`src/rtl/sample_sequencer.sv`:
```
// Periodic sample sequencer: tick -> SPI read -> calculation -> rounded/clamped actuator command.
// Define SEQ_TIMEOUT_EN to build the watchdog that ends a stalled wait with a zero command.
module sample_sequencer #(
    parameter int unsigned CYCLES_PER_SAMPLE = 30000,
    parameter int unsigned CNT_WIDTH         = 15,
    parameter int unsigned DATA_WIDTH        = 32,
    parameter int unsigned OUT_WIDTH         = 15,
    parameter int unsigned SHIFT             = 16,
    parameter int unsigned SAT_LIMIT         = 999,
    parameter int unsigned TIMEOUT_CYCLES    = 20000
) (
    input  logic                         clk,
    input  logic                         rst_n,
    input  logic                         enable,
    input  logic                         clear_flags,
    output logic                         spi_start,
    input  logic                         spi_done,
    output logic                         calc_start,
    input  logic                         calc_done,
    input  logic signed [DATA_WIDTH-1:0] calc_result,
    output logic signed [OUT_WIDTH-1:0]  actuator_cmd,
    output logic                         cmd_valid,
    output logic                         sat,
    output logic                         busy,
    output logic                         overrun,
    output logic [7:0]                   overrun_cnt,
    output logic                         timeout
);

    if (SHIFT == 0 || TIMEOUT_CYCLES == 0 || CYCLES_PER_SAMPLE == 0 ||
        64'(CYCLES_PER_SAMPLE) > (64'd1 << CNT_WIDTH)) begin : g_bad_params
        $error("sample_sequencer: illegal parameter combination");
    end

    typedef enum logic [1:0] {StIdle, StSpiWait, StCalcWait, StUpdate} state_e;

    localparam logic [CNT_WIDTH-1:0]       CntMax = CNT_WIDTH'(CYCLES_PER_SAMPLE - 1);
    localparam logic signed [DATA_WIDTH:0] Half   = {{DATA_WIDTH{1'b0}}, 1'b1} << (SHIFT - 1);
    localparam logic signed [DATA_WIDTH:0] SatPos = (DATA_WIDTH + 1)'(SAT_LIMIT);
    localparam logic signed [DATA_WIDTH:0] SatNeg = -SatPos;

    state_e state_q, state_d;
    logic [CNT_WIDTH-1:0] cnt_q;
    logic tick;
    logic spi_done_q, calc_done_q;
    logic spi_rise, calc_rise;
    logic enter_spi, enter_calc, enter_update, wd_fire, wd_hit;
    logic overrun_set;

    logic signed [DATA_WIDTH:0]  ext, rounded, shifted;
    logic signed [OUT_WIDTH-1:0] cmd_next;
    logic                        clamp_hit;

    // Sample period counter
    always_ff @(posedge clk or negedge rst_n) begin
        if (!rst_n) begin
            cnt_q <= '0;
        end else if (!enable || cnt_q == CntMax) begin
            cnt_q <= '0;
        end else begin
            cnt_q <= cnt_q + CNT_WIDTH'(1);
        end
    end

    assign tick = enable && (cnt_q == CntMax);

    always_ff @(posedge clk or negedge rst_n) begin
        if (!rst_n) begin
            spi_done_q  <= 1'b0;
            calc_done_q <= 1'b0;
        end else begin
            spi_done_q  <= spi_done;
            calc_done_q <= calc_done;
        end
    end

    assign spi_rise  = spi_done && !spi_done_q;
    assign calc_rise = calc_done && !calc_done_q;

    always_ff @(posedge clk or negedge rst_n) begin
        if (!rst_n) begin
            state_q <= StIdle;
        end else begin
            state_q <= state_d;
        end
    end

    always_comb begin
        state_d      = state_q;
        enter_spi    = 1'b0;
        enter_calc   = 1'b0;
        enter_update = 1'b0;
        wd_fire      = 1'b0;
        unique case (state_q)
            StIdle: begin
                if (tick) begin
                    state_d   = StSpiWait;
                    enter_spi = 1'b1;
                end
            end
            StSpiWait: begin
                if (spi_rise) begin
                    state_d    = StCalcWait;
                    enter_calc = 1'b1;
                end else if (wd_hit) begin
                    state_d = StIdle;
                    wd_fire = 1'b1;
                end
            end
            StCalcWait: begin
                if (calc_rise) begin
                    state_d      = StUpdate;
                    enter_update = 1'b1;
                end else if (wd_hit) begin
                    state_d = StIdle;
                    wd_fire = 1'b1;
                end
            end
            StUpdate: state_d = StIdle;
            default:  state_d = StIdle;
        endcase
    end

    assign busy        = (state_q != StIdle);
    assign overrun_set = tick && (state_q != StIdle);

    // Round half up, arithmetic shift, then symmetric clamp; DATA_WIDTH+1 bits cannot overflow
    always_comb begin
        ext       = {calc_result[DATA_WIDTH-1], calc_result};
        rounded   = ext + Half;
        shifted   = rounded >>> SHIFT;
        cmd_next  = shifted[OUT_WIDTH-1:0];
        clamp_hit = 1'b0;
        if (shifted > SatPos) begin
            cmd_next  = SatPos[OUT_WIDTH-1:0];
            clamp_hit = 1'b1;
        end else if (shifted < SatNeg) begin
            cmd_next  = SatNeg[OUT_WIDTH-1:0];
            clamp_hit = 1'b1;
        end
    end

    always_ff @(posedge clk or negedge rst_n) begin
        if (!rst_n) begin
            spi_start    <= 1'b0;
            calc_start   <= 1'b0;
            cmd_valid    <= 1'b0;
            actuator_cmd <= '0;
            sat          <= 1'b0;
        end else begin
            spi_start  <= enter_spi;
            calc_start <= enter_calc;
            cmd_valid  <= enter_update | wd_fire;
            if (enter_update) begin
                actuator_cmd <= cmd_next;
                sat          <= clamp_hit;
            end else if (wd_fire) begin
                actuator_cmd <= '0;
                sat          <= 1'b0;
            end else if (!enable && state_q == StIdle) begin
                actuator_cmd <= '0;
            end
        end
    end

    // A set in the same cycle as clear_flags wins and restarts the count at 1
    always_ff @(posedge clk or negedge rst_n) begin
        if (!rst_n) begin
            overrun     <= 1'b0;
            overrun_cnt <= 8'd0;
        end else if (overrun_set) begin
            overrun <= 1'b1;
            if (clear_flags) begin
                overrun_cnt <= 8'd1;
            end else if (overrun_cnt != 8'hFF) begin
                overrun_cnt <= overrun_cnt + 8'd1;
            end
        end else if (clear_flags) begin
            overrun     <= 1'b0;
            overrun_cnt <= 8'd0;
        end
    end

`ifdef SEQ_TIMEOUT_EN
    localparam int unsigned         WdWidth = $clog2(TIMEOUT_CYCLES + 1);
    localparam logic [WdWidth-1:0]  WdMax   = WdWidth'(TIMEOUT_CYCLES - 1);

    logic [WdWidth-1:0] wd_q;
    logic               waiting;

    assign waiting = (state_q == StSpiWait) || (state_q == StCalcWait);
    assign wd_hit  = waiting && (wd_q == WdMax);

    // Restarts on entry to each wait state, so each wait gets its own budget
    always_ff @(posedge clk or negedge rst_n) begin
        if (!rst_n) begin
            wd_q <= '0;
        end else if (enter_spi || enter_calc || !waiting) begin
            wd_q <= '0;
        end else begin
            wd_q <= wd_q + WdWidth'(1);
        end
    end

    always_ff @(posedge clk or negedge rst_n) begin
        if (!rst_n) begin
            timeout <= 1'b0;
        end else if (wd_fire) begin
            timeout <= 1'b1;
        end else if (clear_flags) begin
            timeout <= 1'b0;
        end
    end
`else
    assign wd_hit  = 1'b0;
    assign timeout = 1'b0;
`endif

endmodule

```
`config.mk`:
```
export PLATFORM = sky130hd
export DESIGN_NAME = sample_sequencer
export DESIGN_NICKNAME = d
export VERILOG_FILES = /design/src/rtl/sample_sequencer.sv
export SDC_FILE = /design/constraint.sdc
export NUM_CORES = 1
export LEC_CHECK = 0
export CORE_ASPECT_RATIO = 0.9
export CORE_UTILIZATION = 50
export DETAILED_ROUTE_END_ITERATION = 10
export PLACE_DENSITY_LB_ADDON = 0.15
export SLEW_MARGIN = 20
export SYNTH_ARGS = -nofsm -noshare
export SYNTH_HDL_FRONTEND = slang
export SYNTH_SLANG_ARGS = --single-unit
```
`constraint.sdc`:
```
create_clock -name clk -period 3.1 [get_ports clk]
set_input_delay 0.93 -clock clk [delete_from_list [all_inputs] [get_ports clk]]
set_output_delay 0.93 -clock clk [all_outputs]
set_load 0.005 [all_outputs]
```
==> impl_metrics.xml <==
<?xml version="1.0" encoding="UTF-8"?>
<metrics>
  <group name="outcome">
    <metric name="outcome" unit="">finished, final reports clean</metric>
  </group>
  <group name="run">
    <metric name="cap_violations" unit="">0</metric>
  </group>
  <group name="yosys">
    <metric name="yosysTopAreaCell" unit="">dfrtp_1</metric>
    <metric name="largest_family_of_logic_cells_by_synthesized_area" unit="">simple AND/OR/NAND/NOR gates</metric>
    <metric name="synthTopCellsByArea" unit="">dfrtp_1 43%, xor2_1 4.8%, nor2_1 3.7%</metric>
    <metric name="top_cell_type_s_share_of_synthesized_area" unit="%">42.6</metric>
    <metric name="post_synth_instance_area" unit="sq mm">0.00276</metric>
    <metric name="ys_seq_elements" unit="">47</metric>
    <metric name="synth-simple-area-share" unit="%">25.1</metric>
    <metric name="synthesis.instances" unit="">296</metric>
    <metric name="post_synth_num_cell_types" unit="">56</metric>
    <metric name="synth_sequential_area_ratio" unit="%">42.6</metric>
    <metric name="muxShareOfSynthArea" unit="%">1.86</metric>
    <metric name="synth_compound_area_share" unit="%">15.4</metric>
    <metric name="synth_warnings" unit="">0</metric>
    <metric name="xor_xnor_share_of_the_synthesized_area" unit="%">7.61</metric>
    <metric name="synth_ff_type" unit="">dfrtp_1</metric>
    <metric name="synth_fa_ha_area_share" unit="%">3.17</metric>
    <metric name="postSynthAreaPerCell" unit="sq um">9.33</metric>
    <metric name="post_synth_edffs" unit="">0</metric>
    <metric name="synthArstFlopShare" unit="%">100</metric>
    <metric name="nets_in_the_synthesized_netlist" unit="">341</metric>
  </group>
  <group name="sta">
    <metric name="relSlewSlack" unit="%">52.1</metric>
    <metric name="worst_clock_skew" unit="ns">0.00591</metric>
    <metric name="post-route-worst-setup-slack" unit="ns">0.134</metric>
    <metric name="final_period_minus_worst_setup_slack" unit="ns">2.97</metric>
    <metric name="hold_viol" unit="">0</metric>
    <metric name="setup-violations-final" unit="">0</metric>
    <metric name="slew_violations" unit="">0</metric>
    <metric name="min_period_over_period" unit="%">95.7</metric>
    <metric name="worst-slew-pin-transition" unit="ns">0.718</metric>
    <metric name="rsz0062_at_grt" unit="">no</metric>
    <metric name="fmaxAchievable" unit="MHz">337</metric>
  </group>
  <group name="place">
    <metric name="gp_congestion" unit="">0.896</metric>
    <metric name="portBuffers" unit="">51</metric>
    <metric name="place.detailed.instances" unit="">454</metric>
    <metric name="hpwl" unit="um">5150</metric>
    <metric name="placed_area" unit="sq mm">0.00368</metric>
    <metric name="worst_setup_slack_post_dpl" unit="ns">-0.576</metric>
  </group>
  <group name="power">
    <metric name="peakVddDrop" unit="mV">0.544</metric>
    <metric name="p_per_area" unit="mW/mm^2">485</metric>
    <metric name="power_leakage" unit="uW">0.00173</metric>
  </group>
  <group name="route">
    <metric name="avgViaCountPerCell" unit="">5.62</metric>
    <metric name="detail_route.first_pass.iterations" unit="">4</metric>
    <metric name="wl" unit="um">6750</metric>
    <metric name="route.detailed.wl_per_inst" unit="um">14.7</metric>
    <metric name="routed-via-count" unit="">2592</metric>
    <metric name="detail-route-antenna-nets" unit="">0</metric>
    <metric name="drt_first_iter_violations" unit="">169</metric>
    <metric name="drcViolationCount" unit="">0</metric>
  </group>
  <group name="final_layout">
    <metric name="stdcell_count" unit="">461</metric>
    <metric name="layout.filler_cells" unit="">424</metric>
    <metric name="antenna_cells_inserted" unit="">0</metric>
    <metric name="fin_util" unit="%">72.3</metric>
    <metric name="fin_area" unit="sq mm">0.00382</metric>
    <metric name="final_nets" unit="">439</metric>
    <metric name="area_growth" unit="%">38.4</metric>
    <metric name="drive_gt1_share" unit="%">19.8</metric>
  </group>
  <group name="critical_path">
    <metric name="cp-start-kind" unit="">input port</metric>
    <metric name="endpoint_kind" unit="">flop</metric>
    <metric name="setup.worst_path.class" unit="">in -&gt; reg</metric>
    <metric name="cp.arrival" unit="ns">3.14</metric>
    <metric name="crit_path_max_fanout" unit="">7</metric>
    <metric name="critical_path_required" unit="ns">3.28</metric>
  </group>
  <group name="global_routing">
    <metric name="antenna_found_initial" unit="">0</metric>
    <metric name="grt_pass1_vias" unit="">2441</metric>
    <metric name="globalRouteOverflowTotal" unit="">0</metric>
    <metric name="grt_first_pass_wirelength" unit="um">11100</metric>
    <metric name="global_route.usage.total" unit="%">24.7</metric>
    <metric name="pin_count_of_the_biggest_net_entering_global_routing" unit="">35</metric>
  </group>
  <group name="clocking">
    <metric name="htree_num_levels" unit="">2</metric>
    <metric name="holdBufCountCts" unit="">0</metric>
    <metric name="clkSlewWorstSetupHoldPaths" unit="ns">0.08</metric>
    <metric name="clk_path_buf_depth" unit="">2</metric>
    <metric name="cts_num_sinks" unit="">47</metric>
    <metric name="cts-root-buf" unit="">clkbuf_8</metric>
    <metric name="insertion_delay" unit="ns">0.29</metric>
    <metric name="cts_tree" unit="">built</metric>
    <metric name="cts_inserted_buffers" unit="">5</metric>
  </group>
  <group name="die">
    <metric name="top_level_ports" unit="">68</metric>
    <metric name="initial_core_util" unit="%">52.2</metric>
    <metric name="chipWidth" unit="um">80.3</metric>
    <metric name="core_area" unit="sq mm">0.00529</metric>
    <metric name="floorplan.die.height" unit="um">72.5</metric>
    <metric name="die-area" unit="sq mm">0.00582</metric>
    <metric name="rows" unit="">25</metric>
  </group>
  <group name="hold_path">
    <metric name="hp-class" unit="">reg -&gt; reg</metric>
  </group>
</metrics>
[synth_stat cells, types with 2 or more instances]
| library cell | count |
|---|---|
| inv_1 | 11 |
| a221o_1 | 7 |
| nand2_1 | 21 |
| xor2_1 | 15 |
| nor3_1 | 12 |
| nor2_1 | 27 |
| mux2i_1 | 4 |
| buf_4 | 4 |
| a21o_1 | 5 |
| and2_1 | 4 |
| buf_1 | 2 |
| and4_1 | 5 |
| o211ai_1 | 2 |
| o21ai_0 | 12 |
| buf_2 | 5 |
| a22o_1 | 2 |
| nand2b_1 | 4 |
| xnor2_1 | 9 |
| nor4_1 | 3 |
| o32ai_1 | 2 |
| nand3b_1 | 2 |
| dfrtp_1 | 47 |
| clkbuf_1 | 3 |
| and3_1 | 7 |
| a31oi_1 | 3 |
| a22oi_1 | 2 |
| or3_1 | 3 |
| a21oi_1 | 8 |
| ha_1 | 7 |
| nor2b_1 | 3 |
| nand4_1 | 11 |
| nand3_1 | 20 |
[flip-flops by register name (all words and copies together) (netlist names)]
| name | count |
|---|---|
| spi_done_q | 1 |
| actuator_cmd | 15 |
| overrun | 1 |
| calc_start | 1 |
| sat | 1 |
| calc_done_q | 1 |
| cmd_valid | 1 |
| overrun_cnt | 8 |
| spi_start | 1 |
| state_q | 2 |
| cnt_q | 15 |
[power breakdown]
group | total, uW | internal [uW] | switching, uW
logic | 671 | 389 | 281
clock network | 366 | 175 | 191
registers | 816 | 735 | 81.2
[logic make-up after synthesis]
family          after synthesis
xor+xnor                     24
buf+inv                      25
mux                           5
other cells                   1
simple gates                129
compound gates               58
fa+ha+maj                     7
flops                        47
[area by class of cell]
| class | count | area [sq um] | area share (%) |
|---|---|---|---|
| tap | 67 | 83.8 | 2.19 |
| multi-input combinational | 224 | 1520 | 39.7 |
| timing repair buffer | 105 | 915 | 23.9 |
| inverter | 11 | 41.3 | 1.08 |
| sequential | 47 | 1180 | 30.8 |
| clock inverter | 1 | 5.00 | 0.131 |
| clock buffer | 6 | 82.6 | 2.16 |
[timing repair]
item / 4_1_cts / 5_1_grt
gates resized for setup: 14 / 6
endpoints found under the setup margin: 16 / 16
buffers inserted: 0 / 0
pin swaps: 2 / 3
[worst max-delay path, stage by stage]
cell and delay (ns):
dlygate4sd2_1 0.27, ha_4 0.19, buf_4 0.14, nor3_1 0.13, a31oi_1 0.06, o221a_2 0.26, a2111oi_2 0.36, buf_4 0.18
a211o_1 0.18, a21oi_4 0.10, a221o_1 0.34
[placed cells by master, fill, tap and decap left out, types with 2 or more instances in the layout]
master / instances
dlygate4sd2_1: 5
ha_1: 6
o21ai_0: 12
a22o_1: 2
inv_1: 11
xor2_1: 15
nand4_1: 11
o211ai_1: 2
or3_1: 3
buf_4: 54
nand2b_1: 4
mux2i_1: 4
nor4_2: 2
clkbuf_8: 6
and3_1: 7
nand2_1: 21
a21oi_1: 7
a21o_1: 5
nor3_1: 11
nand3_1: 19
a221o_1: 7
a31oi_1: 3
nor2_1: 27
nand3b_1: 2
xnor2_1: 9
o32ai_1: 2
and2_1: 2
dlymetal6s2s_1: 4
nor4_1: 2
nor2b_1: 3
dfrtp_1: 47
and4_1: 5
a22oi_1: 2
clkdlybuf4s50_1: 40
[routing by layer]
metal	global-route usage (%)	vias up	part of all wire, %
met1	35.1	1267	48
met3	5.28	4	4.9
li1	-	1268	-
met2	39.0	53	47
met5	0	-	0
met4	4.96	0	0.34
[path summary, 6_finish.rpt]
path / start / end / slack (ns) / depth (start not counted)
worst min register to register: cnt_q[0] / cnt_q[0] / 0.49 / 1
worst max register to register: cnt_q[0] / overrun_cnt[5] / 0.71 / 7
worst min-delay path: cnt_q[0] / cnt_q[0] / 0.49 / 1
min in group asynchronous: rst_n / cnt_q[11] / 0.52 / 1
max in group asynchronous: rst_n / actuator_cmd[0] / 1.87 / 2
worst max-delay path: calc_result[15] / actuator_cmd[5] / 0.13 / 11
[through the flow]
stage / setup TNS, ns / hold WS (ns) / power (uW)
floorplan: 0 / 0.448 / 1090
global placement: -7.66 / 0.464 / 1450
detailed placement: -8.28 / 0.473 / 1470
CTS: 0 / 0.494 / 1860
global route: 0 / 0.511 / 1970
finish: 0 / 0.490 / 1850
(Power assumes the default switching activity.)
